## config.mk

```make
export PLATFORM = sky130hd
export DESIGN_NAME = in_debounce2
export DESIGN_NICKNAME = d
export VERILOG_FILES = /design/src/rtl/in_debounce_pkg.sv /design/src/rtl/in_debounce2_ch.sv /design/src/rtl/in_debounce2.sv
export SDC_FILE = /design/constraint.sdc
export NUM_CORES = 1
export LEC_CHECK = 0
export CORE_AREA = 2 2 50 52
export CTS_CLUSTER_DIAMETER = 100
export DETAILED_ROUTE_END_ITERATION = 8
export DIE_AREA = 0 0 52 54
export GPL_TIMING_DRIVEN = 0
export SYNTH_ARGS = -nofsm -noshare
export SYNTH_HDL_FRONTEND = slang
export SYNTH_SLANG_ARGS = --single-unit
export TNS_END_PERCENT = 30
```

## constraint.sdc

```tcl
create_clock -name clk -period 1.5 [get_ports clk]
set_input_delay 0.375 -clock clk [delete_from_list [all_inputs] [get_ports clk]]
set_output_delay 0.375 -clock clk [all_outputs]
set_load 0.02 [all_outputs]
```

## src/rtl/in_debounce_pkg.sv

```systemverilog
// Shared types and defaults for the two-channel input debouncer.
package in_debounce_pkg;

    // Per-channel debounce FSM state
    typedef enum logic [1:0] {
        ST_LO      = 2'd0,
        ST_WAIT_HI = 2'd1,
        ST_HI      = 2'd2,
        ST_WAIT_LO = 2'd3
    } db_state_t;

    localparam int unsigned DB_SYNC_STAGES_DEF   = 2;
    localparam int unsigned DB_STABLE_CYCLES_DEF = 4;

endpackage

```

## src/rtl/in_debounce2_ch.sv

```systemverilog
// debounce_ch: synchroniser, stability counter and level FSM for one channel.
// Optional macro IN_DEBOUNCE2_EDGE_PULSE_EN adds the rise_o pulse output.
module debounce_ch
    import in_debounce_pkg::*;
#(
    parameter int unsigned SYNC_STAGES   = DB_SYNC_STAGES_DEF,
    parameter int unsigned STABLE_CYCLES = DB_STABLE_CYCLES_DEF,
    parameter int unsigned CNT_W         = $clog2(STABLE_CYCLES + 1)
) (
    input  logic clk,
    input  logic rst_n,
    input  logic raw_i,
    output logic level_o,
    output logic settled_o
`ifdef IN_DEBOUNCE2_EDGE_PULSE_EN
    ,
    output logic rise_o
`endif
);

    localparam logic [CNT_W-1:0] CNT_MAX = CNT_W'(STABLE_CYCLES - 1);
    localparam logic [CNT_W-1:0] CNT_ONE = CNT_W'(1);

    logic [SYNC_STAGES-1:0] sync_q;
    logic                   synced;
    logic [CNT_W-1:0]       cnt_q;
    logic [CNT_W-1:0]       cnt_d;
    db_state_t              state_q;
    db_state_t              state_d;

    // Shift the raw level through the synchroniser chain
    always_ff @(posedge clk or negedge rst_n) begin
        if (!rst_n) begin
            sync_q <= '0;
        end else begin
            sync_q <= {sync_q[SYNC_STAGES-2:0], raw_i};
        end
    end

    assign synced = sync_q[SYNC_STAGES-1];

    // State and stability counter registers
    always_ff @(posedge clk or negedge rst_n) begin
        if (!rst_n) begin
            state_q <= ST_LO;
            cnt_q   <= '0;
        end else begin
            state_q <= state_d;
            cnt_q   <= cnt_d;
        end
    end

    // Next state: count consecutive cycles the synced level disagrees with the output
    always_comb begin
        state_d = state_q;
        cnt_d   = cnt_q;
        unique case (state_q)
            ST_LO: begin
                cnt_d = '0;
                if (synced) begin
                    if (STABLE_CYCLES == 1) begin
                        state_d = ST_HI;
                    end else begin
                        state_d = ST_WAIT_HI;
                        cnt_d   = CNT_ONE;
                    end
                end
            end
            ST_WAIT_HI: begin
                if (!synced) begin
                    state_d = ST_LO;
                    cnt_d   = '0;
                end else if (cnt_q == CNT_MAX) begin
                    state_d = ST_HI;
                    cnt_d   = '0;
                end else begin
                    cnt_d = cnt_q + CNT_ONE;
                end
            end
            ST_HI: begin
                cnt_d = '0;
                if (!synced) begin
                    if (STABLE_CYCLES == 1) begin
                        state_d = ST_LO;
                    end else begin
                        state_d = ST_WAIT_LO;
                        cnt_d   = CNT_ONE;
                    end
                end
            end
            ST_WAIT_LO: begin
                if (synced) begin
                    state_d = ST_HI;
                    cnt_d   = '0;
                end else if (cnt_q == CNT_MAX) begin
                    state_d = ST_LO;
                    cnt_d   = '0;
                end else begin
                    cnt_d = cnt_q + CNT_ONE;
                end
            end
            default: begin
                state_d = ST_LO;
                cnt_d   = '0;
            end
        endcase
    end

    // Outputs decode directly from the registered state
    always_comb begin
        level_o   = (state_q == ST_HI) || (state_q == ST_WAIT_LO);
        settled_o = (state_q == ST_LO) || (state_q == ST_HI);
    end

`ifdef IN_DEBOUNCE2_EDGE_PULSE_EN
    // Pulse alongside the first cycle the output reads high
    always_ff @(posedge clk or negedge rst_n) begin
        if (!rst_n) begin
            rise_o <= 1'b0;
        end else begin
            rise_o <= (state_d == ST_HI) &&
                      ((state_q == ST_LO) || (state_q == ST_WAIT_HI));
        end
    end
`endif

endmodule

```

## src/rtl/in_debounce2.sv

```systemverilog
// in_debounce2: two independent debounced channels feeding a 2-input AND stage.
// Optional macro IN_DEBOUNCE2_EDGE_PULSE_EN adds a_rise/b_rise pulse outputs.
module in_debounce2
    import in_debounce_pkg::*;
#(
    parameter int unsigned SYNC_STAGES   = DB_SYNC_STAGES_DEF,
    parameter int unsigned STABLE_CYCLES = DB_STABLE_CYCLES_DEF,
    // Derived from STABLE_CYCLES; leave at its default
    parameter int unsigned CNT_W         = $clog2(STABLE_CYCLES + 1)
) (
    input  logic clk,
    input  logic rst_n,
    input  logic a_raw,
    input  logic b_raw,
    output logic a_o,
    output logic b_o,
    output logic stable
`ifdef IN_DEBOUNCE2_EDGE_PULSE_EN
    ,
    output logic a_rise,
    output logic b_rise
`endif
);

    logic a_settled;
    logic b_settled;

    debounce_ch #(
        .SYNC_STAGES  (SYNC_STAGES),
        .STABLE_CYCLES(STABLE_CYCLES),
        .CNT_W        (CNT_W)
    ) u_ch_a (
        .clk      (clk),
        .rst_n    (rst_n),
        .raw_i    (a_raw),
        .level_o  (a_o),
        .settled_o(a_settled)
`ifdef IN_DEBOUNCE2_EDGE_PULSE_EN
        ,
        .rise_o   (a_rise)
`endif
    );

    debounce_ch #(
        .SYNC_STAGES  (SYNC_STAGES),
        .STABLE_CYCLES(STABLE_CYCLES),
        .CNT_W        (CNT_W)
    ) u_ch_b (
        .clk      (clk),
        .rst_n    (rst_n),
        .raw_i    (b_raw),
        .level_o  (b_o),
        .settled_o(b_settled)
`ifdef IN_DEBOUNCE2_EDGE_PULSE_EN
        ,
        .rise_o   (b_rise)
`endif
    );

    // Both settle flags come straight from state registers, so stable follows the state edge
    assign stable = a_settled & b_settled;

endmodule

```

# After elaboration in Yosys (flattened, before gate mapping)
# Index checks and enable logic that the tools add are counted.
# classes
add_sub_neg	2
n_eq_ne	16
n_mux	26
bitwise_logic	1
reduce_logical	8
# op_table
op	n
2-bit two-way mux	12
3-bit one-hot mux with 4 select lines	2
3-bit two-way mux	6
2-bit one-hot mux with 4 select lines	2
2-bit equality test (second input constant)	4
4-bit AND reduction	2
3-bit by 1-bit adder with 3-bit output (second input constant)	2
3-bit by 2-bit equality test with 1-bit output (second input constant)	2
3-bit by 1-bit != test with 1-bit output (second input constant)	2
3-bit != test (second input constant)	2
2-bit by 1-bit equality test with 1-bit output (second input constant)	2
2-bit logical NOT	2
1-bit logical OR	4
1-bit two-way mux	4
2-bit by 1-bit != test with 1-bit output (second input constant)	2
2-bit != test (second input constant)	2
1-bit AND	1
# totals
register_bits	14
input_bits	4
word_cells	59

# Logic depth before layout (Yosys ltp)
# Gate-level depths: netlist of run 1.
# depth
word_depth	4
mapped_depth	4
ltp_nobuf	4

# Cells and area by module
# From an unflattened synthesis of run 1, not the netlist that was laid out.
# unflattened
hier_cells	39
area_unflattened_um2	554.3
# modules_own_cells
mod	instances	cells_per_inst	area_per_inst_um2	seq_area_each_um2
debounce_ch	2	19	274.0	175.2
in_debounce2	1	1	6.3	0.0

# Worst setup path before layout of run 1
# No wires, ideal clock.
# synth_timing
path_kind	register -> register
from	register u_ch_b.cnt_q[0]
to	register with a tool-made name
arrival_time_ns	1.079
required_ns	1.373
slack_ns	0.294
stages_incl_launch_ff	5
path_buffers	0
cell_sequence	dfrtp_1 ha_1 nor2b_2 nand2_1 mux2_1
# synth_rtl
item	line	rtl
start: declaration	in_debounce2_ch.sv:26	logic [CNT_W-1:0] cnt_q;
start signal: assignment	in_debounce2_ch.sv:49	cnt_q <= cnt_d;

==> results of run 1 <==
[power breakdown]
group	leakage [nW]	switching, mW	internal (mW)
Combinational	0.106	0.178	0.196
Sequential	0.175	0.0742	0.488
Clock	0.0210	0.111	0.147
[final cells by class]
cell class                 instances  area, um2
clock buffer                       4       36.3
tap                               30       37.5
multi-input combinational         23        188
timing repair buffer               6       55.1
fill                             240       1650
buffer                             2       7.51
sequential                        14        350
[through the flow]
step	utilization, %	setup slack [ns]
after CTS	29.2	0.0240
final	29.1	0.0632
after global routing	29.1	0.00992
after floorplan	-	0.294
after global placement	27.7	-0.0120
after detailed placement	27.7	-0.000397
[worst paths after layout]
| check | slack (ns) | from | end | cells past startpoint |
|---|---|---|---|---|
| setup reg to reg | 0.23 | u_ch_b.cnt_q[0]$_DFF_PN0_ | register | 4 |
| hold reg to reg | 0.36 | u_ch_b.sync_q[0]$_DFF_PN0_ | u_ch_b.sync_q[1]$_DFF_PN0_ | 0 |
| hold / removal | 0.36 | u_ch_b.sync_q[0]$_DFF_PN0_ | u_ch_b.sync_q[1]$_DFF_PN0_ | 0 |
| setup / recovery | 0.06 | register | a_o | 2 |
| max in group asynchronous | 0.65 | rst_n | u_ch_b.cnt_q[1]$_DFF_PN0_ | 1 |
| min in group asynchronous | 0.47 | rst_n | u_ch_a.sync_q[1]$_DFF_PN0_ | 1 |
[layer usage]
metal | share of wire [%] | GRT usage (%)
met4 | 0 | 3.95
met3 | 7.5 | 3.06
met2 | 41 | 8.02
met1 | 51 | 7.89
met5 | 0 | 0
[cell usage in the layout, fill, tap and decap left out]
cell             synthesis  layout
clkdlybuf4s15_1          0       2
clkdlybuf4s50_1          0       3
nor3b_1                  2       2
xor2_1                   2       2
and2_1                   4       4
clkbuf_8                 0       1
clkbuf_1                 2       2
dfrtp_1                 14      14
mux2_1                   1       1
ha_1                     2       2
buf_2                    0       1
nor2b_2                  1       1
nor3b_2                  2       2
nand2_1                  3       3
clkbuf_4                 0       3
nor2_1                   1       1
nand2_2                  1       1
nor2b_4                  1       1
mux2_4                   1       1
o21ai_0                  2       2
[cells by family (layout without fill, tap and decap cells)]
group,after synthesis,count (layout),synth area share [%]
AO/OA/AOI/OAI,2,2,1.83
XOR/XNOR,2,2,3.21
adder cells (fa/ha/maj),2,2,4.59
buffers and inverters,2,12,1.38
flip-flops,14,14,64.2
multiplexers,2,2,4.82
AND/OR/NAND/NOR,15,15,20.0
[critical path, stage by stage, from the launching register on]
cell and delay (ns):
dfrtp_1 0.39, clkbuf_1 0.10, clkdlybuf4s15_1 0.30
[what timing repair did]
item                       4_1_cts  5_1_grt
pin swaps                        0        0
setup buffers                    0        0
gates cloned                     0        0
gates resized for setup          5        3
setup endpoints to repair        3        3
==> impl_table.tex, run 1 <==
\begin{tabular}{lr}
\hline
Metric & Value \\
\hline
\multicolumn{2}{l}{\textbf{Outcome}} \\
Status & complete, no violations \\
\multicolumn{2}{l}{\textbf{Place}} \\
Standard cell area after detailed placement & 643 um2 \\
Total half-perimeter wirelength after legalization and detailed placement & 476 um \\
Cells after DPL & 75 \\
RePlAce Congestion & 0.655 \\
Count of buffers from port buffering & 6 \\
\multicolumn{2}{l}{\textbf{Route}} \\
Number of DRC markers in iteration 0 & 4 \\
Via count & 299 \\
Routed wire length per instance & 8.08 um \\
Post-detailed-route DRC marker count & 0 \\
Routed wire length & 638 um \\
Number of nets still failing antenna checks after routing & 0 \\
Initial DRT Pass Iterations & 4 \\
Vias per cell & 3.78 \\
\multicolumn{2}{l}{\textbf{Synthesis}} \\
Post-synth EDFFs & 0 \\
Top area cells in the synthesized netlist & dfrtp\_1, and2\_1, ha\_1, nor3b\_2, xor2\_1 \\
Number of distinct standard cells referenced by the synthesized netlist & 15 \\
Number of warnings reported in the yosys synthesis log & 0 \\
Share of synthesized area occupied by flip-flops and latches & 64.2\% \\
Synthesized area per cell & 14.0 um2 \\
Post-synth top area cell & dfrtp\_1 \\
Cell area after synthesis & 546 um2 \\
Leading cell types by count after synthesis & dfrtp\_1, and2\_1, nand2\_1 \\
Cells after synthesis & 39 \\
Register bit total from synthesis & 14 \\
Syn Nets & 45 \\
Proportion of netlist area held by the largest area contributor & 64.2\% \\
Share of synthesized flip-flops with an asynchronous set or reset & 100\% \\
Cell with the most instances after synthesis & dfrtp\_1 \\
Most frequently used flop master after synthesis & dfrtp\_1 \\
\multicolumn{2}{l}{\textbf{CTS}} \\
Clk Latency, worst-skew pair & 0.27 ns \\
Clock slew at reported path FFs & 0.08 ns \\
Number of buffers created by CTS & 3 \\
Number of hold buffers added after cts & 0 \\
Root Buffer & clkbuf\_4 \\
Number of buffers on the longest clock path & 2 \\
Number of levels in the clock H-tree & 1 \\
Clock Sink Count & 14 \\
CTS tree & built \\
\multicolumn{2}{l}{\textbf{Timing}} \\
Worst slew margin relative to its limit & 61.3\% \\
Final total negative setup slack & 0 ns \\
Crit path time final & 1.44 ns \\
Maximum clock rate & 696 MHz \\
Max Clock Skew & 0.00836 ns \\
Part of the cycle the worst path needs & 95.8\% \\
Final setup violation count & 0 \\
Final-layout worst hold slack & 0.358 ns \\
Max Transition Viols Final & 0 \\
Setup repair after global routing missed its margin & false \\
Hold violation total from the final report & 0 \\
Slew at the pin with the worst max-slew slack & 0.579 ns \\
\multicolumn{2}{l}{\textbf{Layout}} \\
Number of nets in the layout & 56 \\
Final antenna diode count & 0 \\
Share of cells above drive strength 1 & 22.4\% \\
Synth-to-Final Area Change & 23.6\% \\
Post-route non-filler standard cell count & 79 \\
Layout Cell Area excl Fill & 674 um2 \\
\multicolumn{2}{l}{\textbf{Pwr}} \\
Leakage & 0.302 nW \\
Power per cell area & 1770 nW/um2 \\
Worst IR Drop VDD & 0.808 mV \\
Total power & 1.19 mW \\
\multicolumn{2}{l}{\textbf{Floorplanning}} \\
DIE WIDTH & 52 um \\
Die Ht & 54 um \\
Number of ports placed on the die boundary & 7 \\
Starting Density & 23.5\% \\
CORE AREA & 2320 um2 \\
Full die area & 2810 um2 \\
FP Rows & 18 \\
\multicolumn{2}{l}{\textbf{Critical path}} \\
Maximum fanout count along the critical path & 3 \\
Kind of capture point of the worst setup path & output pin \\
CP Launch Type & register \\
Required time of the worst setup path & 1.12 ns \\
Crit path DAT & 1.06 ns \\
Critical path start-end classification & reg2out \\
\multicolumn{2}{l}{\textbf{Global route}} \\
Via count of the first global-routing pass & 280 \\
Pin count of the biggest net entering global routing & 15 \\
Grt ovf & 0 \\
Global-route wire length before repair & 1.23 mm \\
Total global routing track utilization & 6.14\% \\
Number of antenna violations at the first check in global routing & 0 \\
\multicolumn{2}{l}{\textbf{Run}} \\
Max Cap Violations & 0 \\
\multicolumn{2}{l}{\textbf{Min path}} \\
Hold Path Class & reg2reg \\
\hline
\end{tabular}
Power figures use the tool's default switching activity.
==> run 2, diff against run 1 <==
--- a/config.mk
+++ b/config.mk
@@ -9,6 +9,7 @@
 export CTS_CLUSTER_DIAMETER = 100
 export DETAILED_ROUTE_END_ITERATION = 8
 export DIE_AREA = 0 0 52 54
+export GPL_ROUTABILITY_DRIVEN = 0
 export GPL_TIMING_DRIVEN = 0
 export SYNTH_ARGS = -nofsm -noshare
 export SYNTH_HDL_FRONTEND = slang
==> results of run 2 <==
No change in the layout: final DEF, timing and power equal those of run 1.
